### config.mk
export PLATFORM = sky130hd
export DESIGN_NAME = debug_cmd_engine_flat
export DESIGN_NICKNAME = d
export VERILOG_FILES = /design/src/rtl/debug_cmd_if.sv /design/src/rtl/debug_cmd_engine.sv /design/src/flat_wrapper.sv
export SDC_FILE = /design/constraint.sdc
export NUM_CORES = 1
export LEC_CHECK = 0
export BUFFER_PORTS_ARGS = -buffer_cell sky130_fd_sc_hd__buf_2
export CAP_MARGIN = 5
export CORE_MARGIN = 2
export CORE_UTILIZATION = 25
export CTS_BUF_LIST = sky130_fd_sc_hd__clkbuf_8
export CTS_CLUSTER_DIAMETER = 200
export CTS_CLUSTER_SIZE = 28
export DETAILED_ROUTE_END_ITERATION = 16
export SLEW_MARGIN = 20
export SYNTH_ARGS = -nofsm -noshare
export SYNTH_HDL_FRONTEND = slang
export SYNTH_SLANG_ARGS = --single-unit
### constraint.sdc
create_clock -name clk -period 3.6 [get_ports clk]
set_input_delay 0.9 -clock clk [delete_from_list [all_inputs] [get_ports clk]]
set_output_delay 0.9 -clock clk [all_outputs]
set_load 0.01 [all_outputs]
### src/rtl/debug_cmd_if.sv
// Byte-stream handshake bundle between the host debug transport (master)
// and debug_cmd_engine (slave): a command stream in, a framed response stream out.
interface debug_cmd_if;
  logic [7:0] cmd_data;
  logic       cmd_valid;
  logic       cmd_ready;
  logic [7:0] resp_data;
  logic       resp_valid;
  logic       resp_ready;
  logic       resp_last;

  modport master (
    output cmd_data, cmd_valid, resp_ready,
    input  cmd_ready, resp_data, resp_valid, resp_last
  );

  modport slave (
    input  cmd_data, cmd_valid, resp_ready,
    output cmd_ready, resp_data, resp_valid, resp_last
  );
endinterface

### src/rtl/debug_cmd_engine.sv
// Framed debug command engine: parses opcode+args, snapshots status words, drives control
// registers and pulses, streams a response. Define DEBUG_CMD_CHECKSUM_EN for a trailing XOR byte.
module debug_cmd_engine #(
  parameter int          NUM_STATUS     = 8,
  parameter int          STATUS_BYTES   = 4,
  parameter int          NUM_CTRL       = 8,
  parameter int          NUM_PULSE      = 8,
  parameter int          TIMEOUT_CYCLES = 1024,
  parameter logic [23:0] VERSION        = 24'h020000
) (
  input  logic                                clk,
  input  logic                                rst_n,
  debug_cmd_if.slave                          bus,
  input  logic [NUM_STATUS*STATUS_BYTES*8-1:0] status_in,
  output logic [NUM_CTRL*8-1:0]               ctrl_out,
  output logic [NUM_PULSE-1:0]                pulse_out,
  output logic [7:0]                          timeout_count,
  output logic                                busy
);

  localparam int SW       = STATUS_BYTES * 8;
  localparam int BODY_MAX = 1 + ((STATUS_BYTES > 3) ? STATUS_BYTES : 3);
`ifdef DEBUG_CMD_CHECKSUM_EN
  localparam int CSUM_LEN = 1;
`else
  localparam int CSUM_LEN = 0;
`endif
  localparam int BUF_LEN  = BODY_MAX + CSUM_LEN;
  localparam int LEN_W    = $clog2(BUF_LEN + 1);
  localparam int TO_W     = $clog2(TIMEOUT_CYCLES + 1);

  localparam logic [7:0] OP_NOP       = 8'h00;
  localparam logic [7:0] OP_RD_STATUS = 8'h01;
  localparam logic [7:0] OP_WR_CTRL   = 8'h02;
  localparam logic [7:0] OP_RD_CTRL   = 8'h03;
  localparam logic [7:0] OP_PULSE     = 8'h04;
  localparam logic [7:0] OP_VERSION   = 8'hF0;
  localparam logic [7:0] RSP_UNKNOWN  = 8'hFF;
  localparam logic [7:0] RSP_RANGE    = 8'hFE;
  localparam logic [7:0] RSP_TIMEOUT  = 8'hFD;

  typedef enum logic [1:0] {IDLE, ARG, EXEC, RESP} state_t;

  state_t            state_q, state_d;
  logic              run_q;
  logic [7:0]        op_q, arg0_q, arg1_q;
  logic              arg_cnt_q;
  logic [TO_W-1:0]   to_cnt_q;
  logic              abort_q;
  logic [7:0]        tmo_q;
  logic [7:0]        ctrl_q [NUM_CTRL];
  logic [7:0]        resp_buf_q [BUF_LEN];
  logic [LEN_W-1:0]  resp_len_q, resp_idx_q;

  logic [SW-1:0]     status_words [NUM_STATUS];
  logic [7:0]        exec_buf [BUF_LEN];
  logic [LEN_W-1:0]  exec_len;
  logic              ctrl_we;
  logic [SW-1:0]     sel_word;
  logic [7:0]        sel_ctrl;
  logic [7:0]        resp_byte;
  logic              cmd_fire, resp_fire, last_arg, to_expired, last_byte;

  function automatic logic [1:0] arg_count(input logic [7:0] op);
    case (op)
      OP_RD_STATUS, OP_RD_CTRL, OP_PULSE: arg_count = 2'd1;
      OP_WR_CTRL:                         arg_count = 2'd2;
      default:                            arg_count = 2'd0;
    endcase
  endfunction

  for (genvar g = 0; g < NUM_STATUS; g++) begin : g_status
    assign status_words[g] = status_in[g*SW +: SW];
  end

  assign bus.cmd_ready  = run_q && (state_q == IDLE || state_q == ARG);
  assign bus.resp_valid = (state_q == RESP);
  assign bus.resp_data  = resp_byte;
  assign bus.resp_last  = (state_q == RESP) && last_byte;
  assign cmd_fire       = bus.cmd_valid && bus.cmd_ready;
  assign resp_fire      = bus.resp_valid && bus.resp_ready;
  assign last_byte      = (resp_idx_q == resp_len_q - LEN_W'(1));
  assign last_arg       = (arg_count(op_q) == (arg_cnt_q ? 2'd2 : 2'd1));
  assign to_expired     = (to_cnt_q == TO_W'(TIMEOUT_CYCLES - 1));
  assign timeout_count  = tmo_q;
  assign busy           = (state_q != IDLE);

  always_ff @(posedge clk or negedge rst_n) begin
    if (!rst_n) state_q <= IDLE;
    else        state_q <= state_d;
  end

  // NOTE: every signal assigned in an always_comb gets a default at the top so no path
  // leaves it unassigned, which would otherwise infer a latch.
  always_comb begin
    state_d = state_q;
    case (state_q)
      IDLE: if (cmd_fire) state_d = (arg_count(bus.cmd_data) == 2'd0) ? EXEC : ARG;
      ARG: begin
        if (cmd_fire) begin
          if (last_arg) state_d = EXEC;
        end else if (to_expired) begin
          state_d = EXEC;
        end
      end
      EXEC:    state_d = RESP;
      RESP:    if (resp_fire && last_byte) state_d = IDLE;
      default: state_d = IDLE;
    endcase
  end

  // Response assembly; the status word is sampled here, in EXEC only, so the reply is atomic.
  always_comb begin
    exec_buf = '{default: 8'h00};
    exec_len = '0;
    ctrl_we  = 1'b0;
    sel_word = '0;
    sel_ctrl = '0;
    for (int i = 0; i < NUM_STATUS; i++)
      if (arg0_q == 8'(i)) sel_word = status_words[i];
    for (int i = 0; i < NUM_CTRL; i++)
      if (arg0_q == 8'(i)) sel_ctrl = ctrl_q[i];
    exec_buf[0] = op_q;
    if (abort_q) begin
      exec_buf[0] = RSP_TIMEOUT;
      exec_buf[1] = op_q;
      exec_len    = LEN_W'(2);
    end else begin
      case (op_q)
        OP_NOP: exec_len = LEN_W'(1);
        OP_RD_STATUS: begin
          if (arg0_q < 8'(NUM_STATUS)) begin
            for (int k = 0; k < STATUS_BYTES; k++) exec_buf[1+k] = sel_word[k*8 +: 8];
            exec_len = LEN_W'(1 + STATUS_BYTES);
          end else begin
            exec_buf[0] = RSP_RANGE;
            exec_buf[1] = arg0_q;
            exec_len    = LEN_W'(2);
          end
        end
        OP_WR_CTRL: begin
          if (arg0_q < 8'(NUM_CTRL)) begin
            exec_buf[1] = arg0_q;
            exec_buf[2] = arg1_q;
            exec_len    = LEN_W'(3);
            ctrl_we     = 1'b1;
          end else begin
            exec_buf[0] = RSP_RANGE;
            exec_buf[1] = arg0_q;
            exec_len    = LEN_W'(2);
          end
        end
        OP_RD_CTRL: begin
          exec_buf[1] = (arg0_q < 8'(NUM_CTRL)) ? sel_ctrl : arg0_q;
          if (arg0_q >= 8'(NUM_CTRL)) exec_buf[0] = RSP_RANGE;
          exec_len = LEN_W'(2);
        end
        OP_PULSE: begin
          if (arg0_q >= 8'(NUM_PULSE)) exec_buf[0] = RSP_RANGE;
          exec_buf[1] = arg0_q;
          exec_len    = LEN_W'(2);
        end
        OP_VERSION: begin
          exec_buf[1] = VERSION[23:16];
          exec_buf[2] = VERSION[15:8];
          exec_buf[3] = VERSION[7:0];
          exec_len    = LEN_W'(4);
        end
        default: begin
          exec_buf[0] = RSP_UNKNOWN;
          exec_buf[1] = op_q;
          exec_len    = LEN_W'(2);
        end
      endcase
    end
`ifdef DEBUG_CMD_CHECKSUM_EN
    begin : csum_blk
      logic [7:0] csum;
      csum = 8'h00;
      // Bytes past exec_len are zero, so folding the whole body leaves the XOR unchanged.
      for (int i = 0; i < BODY_MAX; i++) csum = csum ^ exec_buf[i];
      for (int i = 0; i < BUF_LEN; i++)
        if (LEN_W'(i) == exec_len) exec_buf[i] = csum;
      exec_len = exec_len + LEN_W'(1);
    end
`endif
  end

  // NOTE: sequential state is written with non-blocking assignments so every register
  // samples the pre-edge values and the evaluation order of blocks cannot matter.
  always_ff @(posedge clk or negedge rst_n) begin
    if (!rst_n) begin
      run_q      <= 1'b0;
      op_q       <= '0;
      arg0_q     <= '0;
      arg1_q     <= '0;
      arg_cnt_q  <= 1'b0;
      to_cnt_q   <= '0;
      abort_q    <= 1'b0;
      tmo_q      <= '0;
      resp_len_q <= '0;
      resp_idx_q <= '0;
      ctrl_q     <= '{default: 8'h00};
    end else begin
      run_q <= 1'b1;
      case (state_q)
        IDLE: begin
          if (cmd_fire) begin
            op_q      <= bus.cmd_data;
            arg_cnt_q <= 1'b0;
            to_cnt_q  <= '0;
            abort_q   <= 1'b0;
          end
        end
        ARG: begin
          if (cmd_fire) begin
            if (!arg_cnt_q) arg0_q <= bus.cmd_data;
            else            arg1_q <= bus.cmd_data;
            arg_cnt_q <= 1'b1;
            to_cnt_q  <= '0;
          end else if (to_expired) begin
            abort_q <= 1'b1;
            if (tmo_q != 8'hFF) tmo_q <= tmo_q + 8'd1;
          end else begin
            to_cnt_q <= to_cnt_q + TO_W'(1);
          end
        end
        EXEC: begin
          resp_len_q <= exec_len;
          resp_idx_q <= '0;
          if (ctrl_we)
            for (int i = 0; i < NUM_CTRL; i++)
              if (arg0_q == 8'(i)) ctrl_q[i] <= arg1_q;
        end
        RESP: if (resp_fire) resp_idx_q <= resp_idx_q + LEN_W'(1);
        default: ;
      endcase
    end
  end

  // NOTE: the response buffer is plain storage with no reset; it is always fully
  // rewritten in EXEC before RESP reads it, unlike ctrl_q which drives outputs.
  always_ff @(posedge clk) begin
    if (state_q == EXEC) resp_buf_q <= exec_buf;
  end

  always_comb begin
    resp_byte = 8'h00;
    for (int i = 0; i < BUF_LEN; i++)
      if (resp_idx_q == LEN_W'(i)) resp_byte = resp_buf_q[i];
  end

  always_comb begin
    pulse_out = '0;
    if (state_q == EXEC && !abort_q && op_q == OP_PULSE)
      for (int i = 0; i < NUM_PULSE; i++)
        if (arg0_q == 8'(i)) pulse_out[i] = 1'b1;
  end

  always_comb begin
    ctrl_out = '0;
    for (int i = 0; i < NUM_CTRL; i++) ctrl_out[i*8 +: 8] = ctrl_q[i];
  end

endmodule

### src/flat_wrapper.sv
// flat-port wrapper written by rule: the top's interface ports become plain ports
module debug_cmd_engine_flat 
#(
  parameter int          NUM_STATUS     = 8,
  parameter int          STATUS_BYTES   = 4,
  parameter int          NUM_CTRL       = 8,
  parameter int          NUM_PULSE      = 8,
  parameter int          TIMEOUT_CYCLES = 1024,
  parameter logic [23:0] VERSION        = 24'h020000
)
  (clk, rst_n, status_in, ctrl_out, pulse_out, timeout_count, busy, bus_cmd_data, bus_cmd_valid, bus_resp_ready, bus_cmd_ready, bus_resp_data, bus_resp_valid, bus_resp_last);
  debug_cmd_if bus_i ();
  input  logic clk;
  input  logic rst_n;
  input  logic [NUM_STATUS*STATUS_BYTES*8-1:0] status_in;
  output logic [NUM_CTRL*8-1:0] ctrl_out;
  output logic [NUM_PULSE-1:0] pulse_out;
  output logic [7:0] timeout_count;
  output logic busy;
  input wire logic [$bits(bus_i.cmd_data)-1:0] bus_cmd_data;
  input wire logic [$bits(bus_i.cmd_valid)-1:0] bus_cmd_valid;
  input wire logic [$bits(bus_i.resp_ready)-1:0] bus_resp_ready;
  output wire logic [$bits(bus_i.cmd_ready)-1:0] bus_cmd_ready;
  output wire logic [$bits(bus_i.resp_data)-1:0] bus_resp_data;
  output wire logic [$bits(bus_i.resp_valid)-1:0] bus_resp_valid;
  output wire logic [$bits(bus_i.resp_last)-1:0] bus_resp_last;
  assign bus_i.cmd_data = bus_cmd_data;
  assign bus_i.cmd_valid = bus_cmd_valid;
  assign bus_i.resp_ready = bus_resp_ready;
  assign bus_cmd_ready = bus_i.cmd_ready;
  assign bus_resp_data = bus_i.resp_data;
  assign bus_resp_valid = bus_i.resp_valid;
  assign bus_resp_last = bus_i.resp_last;
  debug_cmd_engine #(.NUM_STATUS(NUM_STATUS), .STATUS_BYTES(STATUS_BYTES), .NUM_CTRL(NUM_CTRL), .NUM_PULSE(NUM_PULSE), .TIMEOUT_CYCLES(TIMEOUT_CYCLES), .VERSION(VERSION)) u_core (.clk(clk), .rst_n(rst_n), .bus(bus_i), .status_in(status_in), .ctrl_out(ctrl_out), .pulse_out(pulse_out), .timeout_count(timeout_count), .busy(busy));
endmodule
==> impl_metrics.yaml <==
global_route:
  groute.usage.overall_pct: 21.0
  antenna_found_initial: 4
  grt_max_degree: 53
  grt_overflow: 0
  grt_pass1_vias: 9955
  grt_pass1_wl_um: 64400
synthesis:
  syn_avg_cell_area_sq_um: 9.89
  synthCells: 1005
  synth.largest_area_cell: "dfrtp_1"
  synthTopCellsByArea: "dfrtp_1, edfxtp_1, mux2_2"
  ys_seq_area_share_pct: 41.8
  async_reset_ff_share_pct: 74.7
  synth.most_common_cell: "dfrtp_1"
  yosys-top-cells-count: "dfrtp_1, mux2_2, o21ai_0"
  yosysWarnings: 0
  ys_ff_latch: 158
  synth_nets: 1286
  synth_top_area_share_pct: 29.7
  ys_types: 71
  netlist_area_sq_um: 9940
  ys.flop_type: "dfrtp_1"
  synth_edf_count: 40
route:
  drt-met1-wl_um: 18600
  wl_met3_um: 4010
  wl_um: 44500
  drc_errors: 0
  viasPerCell: 5.37
  met2_length_um: 20700
  vias: 10200
  first_pass_iters: 6
  wl_per_cell_um: 23.5
  top_layer_used: "met5"
  drtIter0Drc: 1025
  ant_nets: 0
layout:
  area_growth_pct: 30.0
  multi_input_area_sq_um: 5460
  fin_util_pct: 32.7
  regArea_sq_um: 4160
  final_cells: 1894
  fin_nets: 1636
  layout-drive-gt1-share_pct: 42.9
  fillCellCount: 4158
critical_path:
  crit_end: "bus_resp_data[1]"
  worstSetupPathType: "flip-flop to output pin"
  rrSetupSlack_ns: 0.64
  crit_start: "u_core.resp_idx_q[2]$_DFFE_PN0P_"
  reg2regPathDepth: 7
  cp.required_ns: 2.70
  rr_startpoint: "u_core.arg0_q[1]$_DFFE_PN0P_"
  crit_fanout: 16
  critPathArrivalTime_ns: 2.57
  r2r-end: "u_core.resp_buf_q[13]$_SDFFCE_PP0P_"
  cp-end-kind: "output pin"
  worst_setup_path_start_kind: "flip-flop"
sta:
  slew_headroom_pct: 45.4
  final.setup.tns_ns: 0
  finalMaxSlewViolations: 0
  setup_viol: 0
  tightest_slew_ns: 0.812
  setup_ws_ns: 0.132
  fin_skew_ns: 0.0227
  timing.fmax_ghz: 0.288
  finalHoldViolCount: 0
  rsz0062_at_grt: "false"
  period_minus_slack_ns: 3.47
  finalCritPeriodShare_pct: 96.3
floorplan:
  start_util_pct: 25.2
  row_count: 73
  die-area_sq_um: 41400
  die_w_um: 203
  io_pins: 360
  die_y_um: 203
  core_area_sq_um: 39500
clocking:
  clk_latency_ns: 0.48
  clock_path_buffers: 2
  cts_tree: "yes"
  htreeDepth: 4
  cts-root-buf: "clkbuf_8"
  clkSlewWorstSetupHoldPaths_ns: 0.10
  cts_num_sinks: 158
  cts_hold_buf: 0
  cts_buffers: 17
flow_run:
  cap_violations: 0
pwr:
  ir_drop_uv: 260
  total_power_uw: 4560
  power_leakage_uw: 0.00597
  pwr_density_cell_nw_per_um2: 353
place:
  portBuffers: 359
  hpwl_um: 35600
  place_ws_ns: 0.383
  dp.cells: 1861
  place_congestion: 0.933
run_status:
  status: "finished, final reports clean"
worst_hold_path:
  hold_class: "input pin to async pin"
-- sequential cells by signal, summed over array words and instances, names as in the netlist, 2 cells and up --
signal	cells
u_core.resp_buf_q	40
u_core.ctrl_out	64
u_core.arg0_q	8
u_core.arg1_q	8
u_core.resp_len_q	3
u_core.to_cnt_q	11
u_core.op_q	8
u_core.resp_idx_q	3
u_core.timeout_count	8
u_core.state_q	2
-- final cells by class --
cell class | count | share of cell area, %
diodes | 1 | 0.0194
clock buffers | 17 | 1.81
clock inverters | 15 | 1.22
inverters | 15 | 0.436
multi-input cells | 753 | 42.3
flip-flops and latches | 158 | 32.2
well taps | 525 | 5.08
repair buffers | 410 | 17.0
-- cells in the final DEF (no fill, tap or decap), drive strengths merged, types with 9 or more instances in the layout --
cell,netlist,layout
buf,32,410
dfrtp,118,118
mux2,105,105
o21ai,96,96
nor2,89,89
nand2,76,76
a21oi,44,44
edfxtp,40,40
mux2i,31,31
a222oi,29,29
nor3,28,28
inv,13,22
o22ai,21,21
nand3,20,20
clkbuf,47,17
ha,13,13
xnor2,12,12
nor2b,12,12
nand4,11,11
a221oi,11,11
a22oi,11,11
o32ai,9,9
o211ai,9,9
nand2b,9,9
-- power by group --
group | internal [uW] | total (uW) | switching [uW]
Clock | 573 | 1370 | 792
Sequential | 1870 | 2010 | 140
Combinational | 485 | 1180 | 696
-- stage by stage --
stage,hold slack [ns],instance area (sq um)
floorplan,0.475,9940
global placement,0.474,12500
detailed placement,0.492,12500
CTS,0.383,12900
global route,0.401,12900
finish,0.369,12900
-- kinds of logic after synthesis --
| group | synth area share (%) |
|---|---|
| compound gates | 20.8 |
| xor+xnor | 1.59 |
| fa+ha+maj | 1.74 |
| buf+inv | 3.70 |
| flops | 41.8 |
| mux | 16.4 |
| other cells | 0.0377 |
| simple gates | 14.0 |
-- routing by layer --
layer	global-route usage (%)	vias to the layer above
li1	-	4532
met1	27.4	4960
met2	34.9	598
met3	4.55	76
met4	5.76	6
met5	0	-
-- worst min path at each step --
stage                     cells after the start  slack, ns                                   to                                start
final                                         1       0.37  u_core.timeout_count[7]$_DFFE_PN0P_                                rst_n
after global placement                        1       0.47  u_core.timeout_count[5]$_DFFE_PN0P_  u_core.timeout_count[5]$_DFFE_PN0P_
after detailed placement                      1       0.49  u_core.timeout_count[7]$_DFFE_PN0P_  u_core.timeout_count[7]$_DFFE_PN0P_
after global routing                          1       0.40  u_core.timeout_count[7]$_DFFE_PN0P_                                rst_n
after CTS                                     1       0.38  u_core.timeout_count[7]$_DFFE_PN0P_                                rst_n
after floorplan                               1       0.48     u_core.resp_len_q[2]$_DFFE_PN0P_     u_core.resp_len_q[2]$_DFFE_PN0P_
-- timing repair --
action,CTS,global route
gates resized for setup,1,5
setup buffers,0,0
setup endpoints to repair,8,11
-- worst max-delay path: stages (launching register included) --
cell      delay (ns)
dfrtp_1         0.52
clkinv_1        0.33
ha_2            0.40
nor3_1          0.32
a21oi_1         0.06
o21ai_0         0.27
buf_2           0.20
No activity file was read; power rests on OpenSTA's default activity.
